===== src/rtl/ntt_stage_sched_pkg.sv =====
// ============================================================================
// Module : ntt_ctrl_pkg
// Brief  : Shared types and constants for the NTT stage scheduler.
// Rev    : 1.0  initial release
// ============================================================================
`default_nettype none

package ntt_ctrl_pkg;

    typedef enum logic [1:0] {
        ST_IDLE  = 2'd0,
        ST_READ  = 2'd1,
        ST_DRAIN = 2'd2,
        ST_DONE  = 2'd3
    } state_e;

    localparam int N              = 256;
    localparam int NUM_BANKS      = 8;
    localparam int WORDS_PER_BANK = N / NUM_BANKS;
    localparam int CYC_PER_STAGE  = N / (2 * NUM_BANKS);
    localparam int NUM_STAGES     = 7;

    localparam logic [7:0] LEN_NTT_FIRST  = 8'd128;
    localparam logic [7:0] LEN_INTT_FIRST = 8'd2;

    // len is always a power of two, so its log2 is the index of the set bit
    function automatic logic [2:0] log2_pow2(input logic [7:0] v);
        logic [2:0] r;
        r = '0;
        for (int i = 0; i < 8; i++) begin
            if (v[i]) r = 3'(i);
        end
        return r;
    endfunction

endpackage

`default_nettype wire


===== src/rtl/ntt_stage_sched_if.sv =====
// ============================================================================
// Module : ntt_stage_sched_if
// Brief  : Controller/bank-side signal bundle of the NTT stage scheduler.
// Rev    : 1.0  initial release
// ============================================================================
`default_nettype none

interface ntt_stage_sched_if #(
    parameter int ADDR_W = 5
) ();
    logic              start_i;
    logic              mode_i;
    logic              busy_o;
    logic              done_o;
    logic              intt_o;
    logic [2:0]        stage_o;
    logic [7:0]        len_o;
    logic              rd_en_o;
    logic [ADDR_W-1:0] rd_addr_a_o;
    logic [ADDR_W-1:0] rd_addr_b_o;
    logic [6:0]        zeta_idx_o;
    logic              wr_en_o;
    logic [ADDR_W-1:0] wr_addr_a_o;
    logic [ADDR_W-1:0] wr_addr_b_o;

    modport master (
        output start_i, mode_i,
        input  busy_o, done_o, intt_o, stage_o, len_o,
        input  rd_en_o, rd_addr_a_o, rd_addr_b_o, zeta_idx_o,
        input  wr_en_o, wr_addr_a_o, wr_addr_b_o
    );

    modport slave (
        input  start_i, mode_i,
        output busy_o, done_o, intt_o, stage_o, len_o,
        output rd_en_o, rd_addr_a_o, rd_addr_b_o, zeta_idx_o,
        output wr_en_o, wr_addr_a_o, wr_addr_b_o
    );
endinterface

`default_nettype wire


===== src/rtl/ntt_stage_sched_delay_line.sv =====
// ============================================================================
// Module : ntt_delay_line
// Brief  : Fixed-depth shift register carrying read strobes to the write side.
// Rev    : 1.0  initial release
// ============================================================================
`default_nettype none

module ntt_delay_line #(
    parameter int DEPTH = 5,
    parameter int WIDTH = 11
) (
    input  logic             clk_i,
    input  logic             rst_i,
    input  logic [WIDTH-1:0] din_i,
    output logic [WIDTH-1:0] dout_o
);
    logic [DEPTH-1:0][WIDTH-1:0] pipe_q;
    logic [DEPTH-1:0][WIDTH-1:0] pipe_d;

    always_comb begin
        pipe_d    = '0;
        pipe_d[0] = din_i;
        for (int i = 1; i < DEPTH; i++) begin
            pipe_d[i] = pipe_q[i-1];
        end
    end

    always_ff @(posedge clk_i or negedge rst_i) begin
        if (!rst_i) pipe_q <= '0;
        else        pipe_q <= pipe_d;
    end

    assign dout_o = pipe_q[DEPTH-1];

endmodule

`default_nettype wire


===== src/rtl/ntt_stage_sched.sv =====
// ============================================================================
// Module : ntt_stage_sched
// Brief  : Layer/address/twiddle sequencer for an 8-lane N=256 NTT/iNTT.
// Rev    : 1.0  initial release
// ============================================================================
`default_nettype none

module ntt_stage_sched
    import ntt_ctrl_pkg::*;
#(
    parameter int RD_LAT = 1,
    parameter int BU_LAT = 4,
    parameter int ADDR_W = 5
) (
    input  logic             clk_i,
    input  logic             rst_i,
    ntt_stage_sched_if.slave bus
);
    localparam int D  = RD_LAT + BU_LAT;
    localparam int DW = 1 + 2 * ADDR_W;

    state_e      state_q, state_d;
    logic        mode_q,  mode_d;
    logic [2:0]  stage_q, stage_d;
    logic [7:0]  len_q,   len_d;
    logic [3:0]  cnt_q,   cnt_d;
    logic [3:0]  dcnt_q,  dcnt_d;

    logic              rd_en_w;
    logic [ADDR_W-1:0] rd_addr_a_w;
    logic [ADDR_W-1:0] rd_addr_b_w;
    logic [6:0]        zeta_w;
    logic [DW-1:0]     wb_w;

    always_ff @(posedge clk_i or negedge rst_i) begin
        if (!rst_i) begin
            state_q <= ST_IDLE;
            mode_q  <= 1'b0;
            stage_q <= '0;
            len_q   <= '0;
            cnt_q   <= '0;
            dcnt_q  <= '0;
        end else begin
            state_q <= state_d;
            mode_q  <= mode_d;
            stage_q <= stage_d;
            len_q   <= len_d;
            cnt_q   <= cnt_d;
            dcnt_q  <= dcnt_d;
        end
    end

    always_comb begin
        state_d = state_q;
        mode_d  = mode_q;
        stage_d = stage_q;
        len_d   = len_q;
        cnt_d   = cnt_q;
        dcnt_d  = dcnt_q;
        case (state_q)
            ST_IDLE: begin
                if (bus.start_i) begin
                    state_d = ST_READ;
                    mode_d  = bus.mode_i;
                    stage_d = '0;
                    cnt_d   = '0;
                    dcnt_d  = '0;
                    len_d   = bus.mode_i ? LEN_INTT_FIRST : LEN_NTT_FIRST;
                end
            end
            ST_READ: begin
                cnt_d = cnt_q + 4'd1;
                if (cnt_q == 4'(CYC_PER_STAGE - 1)) begin
                    state_d = ST_DRAIN;
                    dcnt_d  = '0;
                end
            end
            ST_DRAIN: begin
                dcnt_d = dcnt_q + 4'd1;
                // Next layer starts only once the last write of this one has landed
                if (dcnt_q == 4'(D - 1)) begin
                    cnt_d = '0;
                    if (stage_q == 3'(NUM_STAGES - 1)) begin
                        state_d = ST_DONE;
                    end else begin
                        state_d = ST_READ;
                        stage_d = stage_q + 3'd1;
                        len_d   = mode_q ? (len_q << 1) : (len_q >> 1);
                    end
                end
            end
            ST_DONE:  state_d = ST_IDLE;
            default:  state_d = ST_IDLE;
        endcase
    end

    always_comb begin
        logic [2:0] lg;
        logic [6:0] grp;
        logic [4:0] stride;
        logic [3:0] mask;
        logic [4:0] a5;
        logic [4:0] b5;
        lg     = log2_pow2(len_q);
        // Butterfly-group index of lane 0: jstart/(2*len) == 8*cnt/len for every len
        grp    = {cnt_q, 3'b000} >> lg;
        stride = 5'(len_q >> 3);
        mask   = 4'(stride - 5'd1);
        if (len_q >= 8'd8) begin
            a5 = {1'b0, cnt_q} + {1'b0, cnt_q & ~mask};
            b5 = a5 + stride;
        end else begin
            a5 = {cnt_q, 1'b0};
            b5 = {cnt_q, 1'b1};
        end
        rd_en_w     = (state_q == ST_READ);
        rd_addr_a_w = rd_en_w ? ADDR_W'(a5) : '0;
        rd_addr_b_w = rd_en_w ? ADDR_W'(b5) : '0;
        if (!rd_en_w)    zeta_w = '0;
        else if (mode_q) zeta_w = 7'((9'd256 >> lg) - 9'd1) - grp;
        else             zeta_w = 7'(8'd128 >> lg) + grp;
    end

    ntt_delay_line #(
        .DEPTH (D),
        .WIDTH (DW)
    ) u_wb_delay (
        .clk_i  (clk_i),
        .rst_i  (rst_i),
        .din_i  ({rd_en_w, rd_addr_a_w, rd_addr_b_w}),
        .dout_o (wb_w)
    );

    assign bus.busy_o      = (state_q != ST_IDLE);
    assign bus.done_o      = (state_q == ST_DONE);
    assign bus.intt_o      = mode_q;
    assign bus.stage_o     = stage_q;
    assign bus.len_o       = len_q;
    assign bus.rd_en_o     = rd_en_w;
    assign bus.rd_addr_a_o = rd_addr_a_w;
    assign bus.rd_addr_b_o = rd_addr_b_w;
    assign bus.zeta_idx_o  = zeta_w;
    assign {bus.wr_en_o, bus.wr_addr_a_o, bus.wr_addr_b_o} = wb_w;

endmodule

`default_nettype wire


===== src/flat_wrapper.sv =====
// flat-port wrapper written by rule: the top's interface ports become plain ports
module ntt_stage_sched_flat import ntt_ctrl_pkg::*;
#(
    parameter int RD_LAT = 1,
    parameter int BU_LAT = 4,
    parameter int ADDR_W = 5
)
  (clk_i, rst_i, bus_start_i, bus_mode_i, bus_busy_o, bus_done_o, bus_intt_o, bus_stage_o, bus_len_o, bus_rd_en_o, bus_rd_addr_a_o, bus_rd_addr_b_o, bus_zeta_idx_o, bus_wr_en_o, bus_wr_addr_a_o, bus_wr_addr_b_o);
  ntt_stage_sched_if #(.ADDR_W(ADDR_W)) bus_i ();
  input  logic clk_i;
  input  logic rst_i;
  input wire logic [$bits(bus_i.start_i)-1:0] bus_start_i;
  input wire logic [$bits(bus_i.mode_i)-1:0] bus_mode_i;
  output wire logic [$bits(bus_i.busy_o)-1:0] bus_busy_o;
  output wire logic [$bits(bus_i.done_o)-1:0] bus_done_o;
  output wire logic [$bits(bus_i.intt_o)-1:0] bus_intt_o;
  output wire logic [$bits(bus_i.stage_o)-1:0] bus_stage_o;
  output wire logic [$bits(bus_i.len_o)-1:0] bus_len_o;
  output wire logic [$bits(bus_i.rd_en_o)-1:0] bus_rd_en_o;
  output wire logic [$bits(bus_i.rd_addr_a_o)-1:0] bus_rd_addr_a_o;
  output wire logic [$bits(bus_i.rd_addr_b_o)-1:0] bus_rd_addr_b_o;
  output wire logic [$bits(bus_i.zeta_idx_o)-1:0] bus_zeta_idx_o;
  output wire logic [$bits(bus_i.wr_en_o)-1:0] bus_wr_en_o;
  output wire logic [$bits(bus_i.wr_addr_a_o)-1:0] bus_wr_addr_a_o;
  output wire logic [$bits(bus_i.wr_addr_b_o)-1:0] bus_wr_addr_b_o;
  assign bus_i.start_i = bus_start_i;
  assign bus_i.mode_i = bus_mode_i;
  assign bus_busy_o = bus_i.busy_o;
  assign bus_done_o = bus_i.done_o;
  assign bus_intt_o = bus_i.intt_o;
  assign bus_stage_o = bus_i.stage_o;
  assign bus_len_o = bus_i.len_o;
  assign bus_rd_en_o = bus_i.rd_en_o;
  assign bus_rd_addr_a_o = bus_i.rd_addr_a_o;
  assign bus_rd_addr_b_o = bus_i.rd_addr_b_o;
  assign bus_zeta_idx_o = bus_i.zeta_idx_o;
  assign bus_wr_en_o = bus_i.wr_en_o;
  assign bus_wr_addr_a_o = bus_i.wr_addr_a_o;
  assign bus_wr_addr_b_o = bus_i.wr_addr_b_o;
  ntt_stage_sched #(.RD_LAT(RD_LAT), .BU_LAT(BU_LAT), .ADDR_W(ADDR_W)) u_core (.clk_i(clk_i), .rst_i(rst_i), .bus(bus_i));
endmodule

===== config.mk =====
export PLATFORM = sky130hd
export DESIGN_NAME = ntt_stage_sched_flat
export DESIGN_NICKNAME = d
export VERILOG_FILES = /design/src/rtl/ntt_stage_sched_pkg.sv /design/src/rtl/ntt_stage_sched_if.sv /design/src/rtl/ntt_stage_sched_delay_line.sv /design/src/rtl/ntt_stage_sched.sv /design/src/flat_wrapper.sv
export SDC_FILE = /design/constraint.sdc
export NUM_CORES = 1
export LEC_CHECK = 0
export ABC_AREA = 1
export CORE_MARGIN = 3
export CORE_UTILIZATION = 35
export DETAILED_ROUTE_END_ITERATION = 8
export GPL_ROUTABILITY_DRIVEN = 0
export PLACE_DENSITY = 0.66
export SYNTH_ARGS = -nofsm -noshare
export SYNTH_HDL_FRONTEND = slang
export SYNTH_SLANG_ARGS = --single-unit

===== constraint.sdc =====
create_clock -name clk_i -period 11.66 [get_ports clk_i]
set_clock_uncertainty 0.1 [all_clocks]
set_input_delay 3.498 -clock clk_i [delete_from_list [all_inputs] [get_ports clk_i]]
set_output_delay 3.498 -clock clk_i [all_outputs]
set_load 0.02 [all_outputs]

==> metrics list <==
* Result of the run: finished, final reports clean
- Final hold vios: 0
* Quantity of I/O buffers inserted on ports: 46
- Of the total power, the share spent switching nets is 0.202.
* VDD IR max: 56.3 µV
- Static leakage: 2.17 nW
- By area, the combinational part of the netlist is dominated by simple AND/OR/NAND/NOR gates.
* Layout cell share with drive strength beyond 1: 0.105
- Number of enable flip-flop cells after synthesis: 0
- Number of remaining DRC errors: 0
- Start of the worst register-to-register path: u_core.bus.len_o[3]$_DFFE_PN0P_
- Clock Tree Root: sky130_fd_sc_hd__clkbuf_8
- For this run, the post-layout net count is 461.
- Wire per inst: 13.3 µm
- Total count of max-transition violations in the final report: 0
- No sink is reached through more buffers than the 2 on the longest clock path.
* Number of buffers inserted for hold repair after clock tree synthesis: 0
- Area taken by multi-input logic gates: 1490 µm²
- The share of total power dissipated in sequential elements is 0.571.
- Number of DRC markers in iteration 0: 141
* Aggregate global-route resource usage: 0.138
- For the worst setup path, the data required time is 8.06 ns.
- Source-to-sink clock delay at the later pin of the worst-skew pair: 0.34 ns
- The path with the worst hold slack has its endpoint at u_core.u_wb_delay.pipe_d[50]$_DFF_PN0_.
- Mapped Avg Cell Area: 9.45 µm²
* Remaining global-route overflow: 0
- Power density normalized to cell area: 105 nW/µm²
- # H-tree levels: 3
- Die width: 109 µm
- The floorplan step defined a core boundary enclosing 10400 µm².
- Most common cell after layout, fill and taps aside: sky130_fd_sc_hd__dfrtp_1
- Register area: 1930 µm²
- Synthesized flop and latch total: 77
* Mux share of post-synthesis cell area: 0
* Sequential fraction of the synthesis area: 0.516
* Share of flip-flops with an asynchronous set or reset: 1.00
- The internal power of the cells totals 0.374 mW.
- Combinational fraction of design power: 0.019
- Vias per cell: 4.79
- Time the worst path needs with I/O delays and setup: 7.64 ns
- Entering global routing, the biggest net connects 78 pins.
- Hold Path Stages: 0
- Of the total power, the clock network draws 0.410.
- Summing all placed instances gives a cell area of 4260 µm².
* Area of the die: 11900 µm²
* Total clock buffers created by CTS: 9
- Smallest hold slack: 0.242 ns
- Of the total synthesized cell area, the portion taken by AND, OR, NAND and NOR gates is 0.167.
* Growth of design area from synthesis to finish: 19.2%
- Postcts setup bufs: 0
* Adder and majority cell fraction of the synthesized area: 0.0798
* Fin crit share: 0.655
- Critical path arrival: 4.04 ns
- The Yosys step of the flow raised 0 warnings.
- Kind of path behind the tightest hold check: flop to flop
- STA classifies the critical path startpoint as a flop.
- Post-synth cell types: 36
- Setup violations remaining at the end of the flow were counted as 0.
* R2R Path End: u_core.u_wb_delay.pipe_d[15]$_DFF_PN0_
* Via count of the first global-routing pass: 2756
* Detailed placement HPWL: 5.72 mm
- Router iterations before antenna repair: 6
- Highest-count cells in the layout ignoring fill and taps: 77 x sky130_fd_sc_hd__dfrtp_1, 49 x sky130_fd_sc_hd__nand2_1, 45 x sky130_fd_sc_hd__inv_1, 45 x sky130_fd_sc_hd__clkdlybuf4s50_1, 33 x sky130_fd_sc_hd__nor2_1
* Min-delay src: u_core.u_wb_delay.pipe_d[39]$_DFF_PN0_
* Worst Setup End Kind: primary output
- Number of fill cells in the layout: 1024
- Num rows: 37
* Antenna violations before repair: 0
- 47 I/O pins were placed.
- The most used flip-flop cell after synthesis is sky130_fd_sc_hd__dfrtp_1.
- CTS tree: built
* Worst reg-to-reg setup slack: 8.58 ns
* Detailed-route via count: 2756
- Depth of the worst register-to-register path: 14
- Switching power: 0.0947 mW
- First-pass GRT wire length: 12.8 mm
- Static timing analysis puts the maximum clock frequency at 131 MHz.
- Max-cap violations in this run came to 0.
- Setup repair after global routing left no endpoint under its margin.
- The worst setup path is of the flop to primary output kind.
- In this run the tightest slew margin relative to its limit is 0.394.
- Routed wire length: 7.63 mm
- Summing all non-filler instances in the final layout gives an area of 4450 µm².
- After synthesis the cells add up to 3730 µm².
- Nets in the synthesized netlist: 421
* Final TNS setup: 0 ns
- Starting density of the core: 0.360
- Critical path fanouts, max: 8
- The fraction of the mapped netlist area in compound gates is 0.121.
- Number of gates resized after CTS: 0
- Area share of xor/xnor cells in the synthesized design: 0.0305
- Synthesis produced 395 cells.
* Remaining antenna violation count: 0
* Clock sink count: 77
- From bottom edge to top edge, the die measures 109 µm.
- Worst-margin pin slew: 0.910 ns
- CTS clock-pin slew for the worst setup and hold paths: 0.08 ns
* Antenna cells: 0
-- worst max-delay path, stage by stage, from the launching register on --
cell                              delay (ns)
sky130_fd_sc_hd__dfrtp_1                0.51
sky130_fd_sc_hd__inv_2                  0.16
sky130_fd_sc_hd__nand2_2                0.10
sky130_fd_sc_hd__nand2_2                0.06
sky130_fd_sc_hd__nand2_2                0.07
sky130_fd_sc_hd__nand2_4                0.09
sky130_fd_sc_hd__nand2_8                0.10
sky130_fd_sc_hd__nand2_1                0.09
sky130_fd_sc_hd__nand3_2                0.08
sky130_fd_sc_hd__and2_4                 0.16
sky130_fd_sc_hd__o21ai_2                0.06
sky130_fd_sc_hd__ha_1                   0.23
sky130_fd_sc_hd__fa_1                   0.41
sky130_fd_sc_hd__inv_1                  0.07
sky130_fd_sc_hd__nor2_1                 0.05
sky130_fd_sc_hd__o21ai_0                0.23
sky130_fd_sc_hd__nand2_1                0.08
sky130_fd_sc_hd__a21oi_1                0.16
sky130_fd_sc_hd__xnor2_1                0.09
sky130_fd_sc_hd__a21oi_1                0.15
sky130_fd_sc_hd__nand2_1                0.08
sky130_fd_sc_hd__inv_1                  0.06
sky130_fd_sc_hd__clkdlybuf4s50_1        0.59
-- how the worst max path moves through the flow --
| stage | start | endpoint | slack (ns) | depth (start not counted) |
|---|---|---|---|---|
| after detailed placement | u_core.bus.len_o[3]$_DFFE_PN0P_ | bus_zeta_idx_o[6] | 4.45 | 21 |
| final | u_core.bus.len_o[3]$_DFFE_PN0P_ | bus_zeta_idx_o[6] | 4.02 | 22 |
| after global placement | u_core.bus.len_o[3]$_DFFE_PN0P_ | bus_zeta_idx_o[6] | 4.46 | 22 |
| after floorplan | u_core.bus.len_o[5]$_DFFE_PN0P_ | bus_zeta_idx_o[5] | 5.25 | 16 |
| after CTS | u_core.bus.len_o[3]$_DFFE_PN0P_ | bus_zeta_idx_o[6] | 4.04 | 21 |
| after global routing | u_core.bus.len_o[3]$_DFFE_PN0P_ | bus_zeta_idx_o[5] | 3.78 | 20 |
-- state kept, by name, summed over array words and instances (netlist names) --
name	cells
u_core.cnt_q	4
u_core.dcnt_q	4
u_core.u_wb_delay.dout_o	11
u_core.bus.len_o	8
u_core.bus.intt_o	1
u_core.u_wb_delay.pipe_d	44
u_core.state_q	2
u_core.bus.stage_o	3
-- final cells by class --
cell class	count	share of cell area
Clock buffer	12	0.0326
Tap cell	136	0.0383
Sequential cell	77	0.433
Timing Repair Buffer	48	0.106
Clock inverter	3	0.0104
Multi-Input combinational cell	247	0.335
Inverter	52	0.0439
-- power groups by stage --
stage                     logic [mW]  registers [mW]  clock network (mW)
after floorplan              0.00280           0.273                   0
after global placement       0.00951           0.273                   0
after detailed placement     0.00970           0.273                   0
after CTS                    0.00968           0.268               0.199
after global routing          0.0106           0.268               0.210
final                        0.00905           0.268               0.192
-- synth_stat cells, types with 2 or more instances --
| library cell | number | area share |
|---|---|---|
| sky130_fd_sc_hd__dfrtp_1 | 77 | 0.52 |
| sky130_fd_sc_hd__nand2_1 | 49 | 0.049 |
| sky130_fd_sc_hd__inv_1 | 45 | 0.045 |
| sky130_fd_sc_hd__nor2_1 | 33 | 0.033 |
| sky130_fd_sc_hd__o21ai_0 | 31 | 0.042 |
| sky130_fd_sc_hd__a21oi_1 | 28 | 0.038 |
| sky130_fd_sc_hd__nand3_1 | 21 | 0.028 |
| sky130_fd_sc_hd__ha_1 | 19 | 0.064 |
| sky130_fd_sc_hd__buf_4 | 10 | 0.020 |
| sky130_fd_sc_hd__nand2_2 | 9 | 0.015 |
| sky130_fd_sc_hd__xor2_1 | 8 | 0.019 |
| sky130_fd_sc_hd__clkbuf_1 | 6 | 0.0060 |
| sky130_fd_sc_hd__inv_2 | 6 | 0.0060 |
| sky130_fd_sc_hd__a31oi_1 | 5 | 0.0084 |
| sky130_fd_sc_hd__nand3_2 | 5 | 0.013 |
| sky130_fd_sc_hd__o211ai_1 | 5 | 0.010 |
| sky130_fd_sc_hd__o22ai_1 | 5 | 0.0084 |
| sky130_fd_sc_hd__xnor2_1 | 5 | 0.012 |
| sky130_fd_sc_hd__nor2_2 | 4 | 0.0067 |
| sky130_fd_sc_hd__a21o_1 | 3 | 0.0060 |
| sky130_fd_sc_hd__fa_1 | 3 | 0.016 |
| sky130_fd_sc_hd__nor3_1 | 3 | 0.0040 |
| sky130_fd_sc_hd__buf_2 | 2 | 0.0027 |
-- cells by family after synthesis --
family,count (synthesis)
fa+ha+maj,22
flops,77
compound gates,81
xor+xnor,13
buf+inv,71
simple gates,130
other cells,1
-- routing by layer --
layer,vias up,share of wire,track usage
met5,-,0,0
met4,0,0.031,0.0686
met3,18,0.050,0.0337
met2,70,0.47,0.224
met1,1317,0.44,0.170
li1,1351,-,-
-- metrics by stage --
stage                     instances  power [mW]  setup WS (ns)  utilization
final                           575       0.469           4.02        0.429
after global routing            575       0.488           3.78        0.429
after CTS                       575       0.476           4.04        0.429
after detailed placement        560       0.282           4.45        0.410
after global placement          560       0.282           4.46        0.410
after floorplan                 395       0.276           5.25            -
Note: power is estimated with default switching activity, not from simulation.
